## src/rtl/out_port_monitor.sv

```systemverilog
// Output-port monitor: queues every value the core writes to OUT for a valid/ready host
// and measures cycles/instructions of a run that ends when OUT hits a target value.
module out_port_monitor #(
  parameter int WIDTH = 16,
  parameter int DEPTH = 4,
  parameter int CW    = 16
) (
  input  logic                     CLK,
  input  logic                     reset,
  input  logic                     out_wr,
  input  logic [WIDTH-1:0]         out_data,
  input  logic                     instr_ret,
  input  logic                     run,
  input  logic                     clear,
  input  logic [WIDTH-1:0]         target,
  output logic                     host_valid,
  output logic [WIDTH-1:0]         host_data,
  input  logic                     host_ready,
  output logic                     done,
  output logic                     overflow,
  output logic [CW-1:0]            cycles,
  output logic [CW-1:0]            instrs,
  output logic [$clog2(DEPTH):0]   fifo_count
);

  localparam int              AW        = $clog2(DEPTH);
  localparam logic [AW:0]     DEPTH_CNT = (AW+1)'(DEPTH);
  localparam logic [CW-1:0]   CNT_MAX   = '1;

  typedef enum logic [1:0] {
    IDLE,
    RUN,
    DONE
  } state_e;

  state_e            state_q, state_d;

  logic [WIDTH-1:0]  mem_q [DEPTH];
  logic [AW-1:0]     wr_ptr_q, wr_ptr_d;
  logic [AW-1:0]     rd_ptr_q, rd_ptr_d;
  logic [AW:0]       count_q, count_d;
  logic [WIDTH-1:0]  host_data_q, host_data_d;
  logic              host_valid_q, host_valid_d;
  logic              overflow_q, overflow_d;
  logic [CW-1:0]     cycles_q, cycles_d;
  logic [CW-1:0]     instrs_q, instrs_d;

  logic              fifo_empty, fifo_full;
  logic              pop, push;
  logic              match;
  logic              cnt_run, cnt_zero;

  assign fifo_empty = (count_q == '0);
  assign fifo_full  = (count_q == DEPTH_CNT);
  assign pop        = !clear && !fifo_empty && host_ready;
  assign push       = !clear && out_wr && (!fifo_full || pop);
  assign match      = out_wr && (out_data == target);

  // FSM state register
  always_ff @(posedge CLK or negedge reset) begin
    if (!reset) begin
      state_q <= IDLE;
    end else begin
      state_q <= state_d;
    end
  end

  // FSM next-state logic; clear overrides every transition
  always_comb begin
    state_d = state_q;
    if (clear) begin
      state_d = IDLE;
    end else begin
      case (state_q)
        IDLE:    if (run)   state_d = RUN;
        RUN:     if (match) state_d = DONE;
        DONE:    state_d = DONE;
        default: state_d = IDLE;
      endcase
    end
  end

  // FSM outputs
  always_comb begin
    done     = 1'b0;
    cnt_run  = 1'b0;
    cnt_zero = 1'b0;
    case (state_q)
      IDLE:    cnt_zero = 1'b1;
      RUN:     cnt_run  = 1'b1;
      DONE:    done     = 1'b1;
      default: cnt_zero = 1'b1;
    endcase
  end

  // Saturating measurement counters; the match cycle itself is still counted
  always_comb begin
    cycles_d = cycles_q;
    instrs_d = instrs_q;
    if (clear || cnt_zero) begin
      cycles_d = '0;
      instrs_d = '0;
    end else if (cnt_run) begin
      if (cycles_q != CNT_MAX) begin
        cycles_d = cycles_q + 1'b1;
      end
      if (instr_ret && (instrs_q != CNT_MAX)) begin
        instrs_d = instrs_q + 1'b1;
      end
    end
  end

  always_comb begin
    wr_ptr_d = wr_ptr_q;
    rd_ptr_d = rd_ptr_q;
    count_d  = count_q;
    if (clear) begin
      wr_ptr_d = '0;
      rd_ptr_d = '0;
      count_d  = '0;
    end else begin
      if (push) begin
        wr_ptr_d = wr_ptr_q + 1'b1;
      end
      if (pop) begin
        rd_ptr_d = rd_ptr_q + 1'b1;
      end
      if (push && !pop) begin
        count_d = count_q + 1'b1;
      end else if (pop && !push) begin
        count_d = count_q - 1'b1;
      end
    end
  end

  // The next head may be the word being written this cycle, so bypass it from out_data
  always_comb begin
    host_data_d  = host_data_q;
    host_valid_d = (count_d != '0);
    if (!clear && (count_d != '0)) begin
      if (push && (wr_ptr_q == rd_ptr_d)) begin
        host_data_d = out_data;
      end else begin
        host_data_d = mem_q[rd_ptr_d];
      end
    end
  end

  always_comb begin
    overflow_d = overflow_q;
    if (clear) begin
      overflow_d = 1'b0;
    end else if (out_wr && fifo_full && !pop) begin
      overflow_d = 1'b1;
    end
  end

  always_ff @(posedge CLK) begin
    if (push) begin
      mem_q[wr_ptr_q] <= out_data;
    end
  end

  always_ff @(posedge CLK or negedge reset) begin
    if (!reset) begin
      wr_ptr_q     <= '0;
      rd_ptr_q     <= '0;
      count_q      <= '0;
      host_data_q  <= '0;
      host_valid_q <= 1'b0;
      overflow_q   <= 1'b0;
      cycles_q     <= '0;
      instrs_q     <= '0;
    end else begin
      wr_ptr_q     <= wr_ptr_d;
      rd_ptr_q     <= rd_ptr_d;
      count_q      <= count_d;
      host_data_q  <= host_data_d;
      host_valid_q <= host_valid_d;
      overflow_q   <= overflow_d;
      cycles_q     <= cycles_d;
      instrs_q     <= instrs_d;
    end
  end

  assign host_valid = host_valid_q;
  assign host_data  = host_data_q;
  assign overflow   = overflow_q;
  assign cycles     = cycles_q;
  assign instrs     = instrs_q;
  assign fifo_count = count_q;

endmodule

```

## config.mk

```make
export PLATFORM = sky130hd
export DESIGN_NAME = out_port_monitor
export DESIGN_NICKNAME = d
export VERILOG_FILES = /design/src/rtl/out_port_monitor.sv
export SDC_FILE = /design/constraint.sdc
export NUM_CORES = 1
export LEC_CHECK = 0
export ABC_AREA = 1
export CORE_MARGIN = 2
export CORE_UTILIZATION = 50
export DETAILED_ROUTE_END_ITERATION = 10
export MAX_ROUTING_LAYER = met4
export PLACE_DENSITY = 0.73
export SLEW_MARGIN = 10
export SYNTH_ARGS = -nofsm -noshare
export SYNTH_HDL_FRONTEND = slang
export SYNTH_SLANG_ARGS = --single-unit
```

## constraint.sdc

```tcl
create_clock -name CLK -period 3.18 [get_ports CLK]
set_input_delay 0.636 -clock CLK [delete_from_list [all_inputs] [get_ports CLK]]
set_output_delay 0.636 -clock CLK [all_outputs]
set_load 0.02 [all_outputs]
```

==> impl_metrics.tcl <==
set metrics [dict create \
    fin_crit_ns 2.39 \
    nets 907 \
    synth_compound_area_frac 0.0333 \
    cts_hold_buf 0 \
    ys_types 36 \
    multi_input_area_sq_um 2680 \
    final_common_cell "nand2_1" \
    muxShareOfSynthArea 0 \
    post-route-drc-count 0 \
    clock-root-buffer "clkbuf_16" \
    clock-sinks 123 \
    crit_type "in -> reg" \
    hpwl_microns 11500 \
    regArea_sq_um 3400 \
    cts_resized 0 \
    final_cell_mix "nand2_1, nand3_1, clkdlybuf4s50_1" \
    crit_top_cell "nand2_1" \
    yosys.area_share.xor_xnor 0.0281 \
    slowest_delay_ns 0.43 \
    finalWirelength_microns 16200 \
    cts_inserted_buffers 17 \
    power.leakage_uw 0.00363 \
    cp-start-kind "input port" \
    clock_latency_ns 0.42 \
    rsz0062_at_grt "false" \
    path_clk_slew_ns 0.06 \
    cts_htree_levels 4 \
    synth.top_cell.area_share 0.294 \
    tns_ns 0 \
    power_density_nw_per_um2 623 \
    r2r_start "fifo_count[0]$_DFF_PN0_" \
    areaGrowthSynthToFinish_pct 25.8 \
    antenna_found_initial 0 \
    nFillCells 1038 \
    peakVddDrop_mv 0.524 \
    tightestPinTransition_ns 0.873 \
    firstDrtPassIters 5 \
    hp-class "in -> async" \
    insertedDiodeCount 0 \
    die_x_microns 118 \
    cts_setup_buffers 0 \
    max_freq_ghz 0.419 \
    grt-ovfl-total 0 \
    post-route-period-util 0.751 \
    grt_use_total 0.249 \
    cp-end-kind "register" \
    grt_pass1_vias 5420 \
    synth_top_area_cell "edfxtp_1" \
    yosys_warnings 0 \
    postSynthCellCount 756 \
    worstPathCellList "clkdlybuf4s50_1 > inv_2 > nand3_4 > nand2_4 > nand2_1 > buf_12 > nand2_1 > nand3_1 > nand2_1 > nand2_1 > nand3_1 > nand2_1" \
    max_slew_margin 0.418 \
    start_util 0.516 \
    avgSynthCellArea_sq_um 8.64 \
    crit_required_ns 3.49 \
    skew_ns 0.00832 \
    reg2reg_to "host_data[4]$_DFFE_PN0P_" \
    reg2reg_slack_ns 0.82 \
    netlist_area_sq_um 6540 \
    synth_sequential_area_ratio 0.520 \
    dieHeight_microns 118 \
    pin_count 93 \
    avgRoutedWirePerCell_microns 15.6 \
    dieArea_sq_um 14000 \
    worst_path_max_delay_cell "clkdlybuf4s50_1" \
    place.port_buffers 92 \
    grt_pass1_wl_microns 26700 \
    worst_r2r_path_depth 13 \
    ant_nets 0 \
    grt_max_degree 38 \
    final-setup-viol-count 0 \
    rows 41 \
    core_area_sq_um 12700 \
    final_max_slew_viol_count 0 \
    place.gp.congestion 0.908 \
    hold_violations 0 \
    clock_path_buffers 2 \
    synth_nets 808 \
    vias 5642 \
    drive_gt1_frac 0.0864 \
    whs_ns 0.330 \
    synthSimpleGateAreaFrac 0.324 \
    outcome "completed" \
    synth_top_family_by_area "simple AND/OR/NAND/NOR gates" \
    crit_path_max_fanout 25 \
    drt_iter0_drc 475 \
    drv_cap 0 \
    yosys_register_bits 123 \
    synth-adder-area-share 0.0249 \
    cts_tree "built" \
    drt-vias-per-instance 5.43 \
    synth_top_cells_by_area "edfxtp_1, dfrtp_1, nand2_1, nand3_1, inv_1" \
    cp_data_arrival_time_ns 2.70 \
]
synthesized netlist by cell type:
| library cell | number |
|---|---|
| nor3_2 | 1 |
| dfrtp_1 | 59 |
| inv_2 | 5 |
| nand4_2 | 1 |
| buf_4 | 2 |
| xor2_1 | 18 |
| buf_2 | 14 |
| clkbuf_1 | 6 |
| buf_6 | 2 |
| nand3_4 | 5 |
| o21ai_0 | 16 |
| nor3_1 | 8 |
| o21ai_1 | 5 |
| a22o_1 | 1 |
| ha_1 | 13 |
| nor2_1 | 43 |
| xnor2_1 | 3 |
| nor2_8 | 1 |
| and3_1 | 2 |
| a21boi_4 | 1 |
| nand4_1 | 25 |
| nand2_2 | 7 |
| or2_2 | 2 |
| nand3_2 | 2 |
| inv_1 | 81 |
| edfxtp_1 | 64 |
| a21oi_1 | 2 |
| nor4_1 | 1 |
| o21bai_1 | 1 |
| nand3_1 | 130 |
| nand2_4 | 4 |
| nand3b_1 | 1 |
| a31oi_1 | 1 |
| nand2_1 | 222 |
| o31ai_1 | 6 |
| a21oi_4 | 1 |
cell families (layout without fill, tap and decap cells):
logic type,Yosys count,in the layout
adder cells (fa/ha/maj),13,13
XOR/XNOR,21,21
flip-flops,123,123
AO/OA/AOI/OAI,34,34
AND/OR/NAND/NOR,455,455
buffers and inverters,110,222
worst max-delay path: cells and delay by family:
| kind | cells | cell delay (ns) |
|---|---|---|
| AND/OR/NAND/NOR | 9 | 1.11 |
| buffers and inverters | 3 | 0.94 |
per-layer routing:
metal | vias to the layer above | share of wire | wire, microns | track usage
li1 | 2712 | - | - | -
met1 | 2664 | 0.44 | 7070 | 0.312
met2 | 236 | 0.48 | 7770 | 0.400
met3 | 30 | 0.061 | 984 | 0.0507
met4 | 0 | 0.023 | 371 | 0.0971
met5 | - | 0 | 0 | -
worst max-delay path by stage:
stage / startpoint / endpoint / slack [ns] / depth (start not counted)
4_1_cts: state_q[0]$_DFFE_PN0P_ / done / 0.81 / 3
2_1_floorplan: fifo_count[0]$_DFF_PN0_ / mem_q[0][0]$_DFFE_PP_ / 0.76 / 7
3_3_place_gp: clear / host_data[14]$_DFFE_PN0P_ / 0.53 / 12
3_5_place_dp: clear / host_data[15]$_DFFE_PN0P_ / 0.42 / 12
6_report: clear / host_data[4]$_DFFE_PN0P_ / 0.79 / 12
5_1_grt: fifo_count[0]$_DFF_PN0_ / host_data[8]$_DFFE_PN0P_ / 0.67 / 12
state kept, by name, summed over array words and instances, names as in the netlist, 2 cells and up:
register	cells
instrs	16
cycles	16
rd_ptr_q	2
state_q	2
host_data	16
fifo_count	3
mem_q	64
wr_ptr_q	2
stage by stage:
| step | instance area, sq um | instances | power, uW | setup slack (ns) | utilization |
|---|---|---|---|---|---|
| floorplan | 6540 | 756 | 2730 | 0.760 | - |
| global placement | 7640 | 1008 | 3220 | 0.526 | 0.603 |
| detailed placement | 7640 | 1008 | 3250 | 0.423 | 0.603 |
| CTS | 8220 | 1040 | 5140 | 0.811 | 0.649 |
| global route | 8220 | 1040 | 5370 | 0.669 | 0.649 |
| finish | 8220 | 1040 | 5120 | 0.792 | 0.649 |
power by group:
group	leakage, uW	switching [uW]	total, uW	internal, uW
logic	0.00197	822	1280	463
clock network	0.000293	724	1890	1160
registers	0.00137	117	1950	1830
area by class of cell:
class                           instances  share of cell area
Clock inverter                         15              0.0193
Clock buffer                           17              0.0517
Multi-Input combinational cell        523               0.326
Sequential cell                       123               0.413
Inverter                               86              0.0393
Timing Repair Buffer                  104               0.124
Tap cell                              172              0.0262
Note: power is estimated with default switching activity, not from simulation.
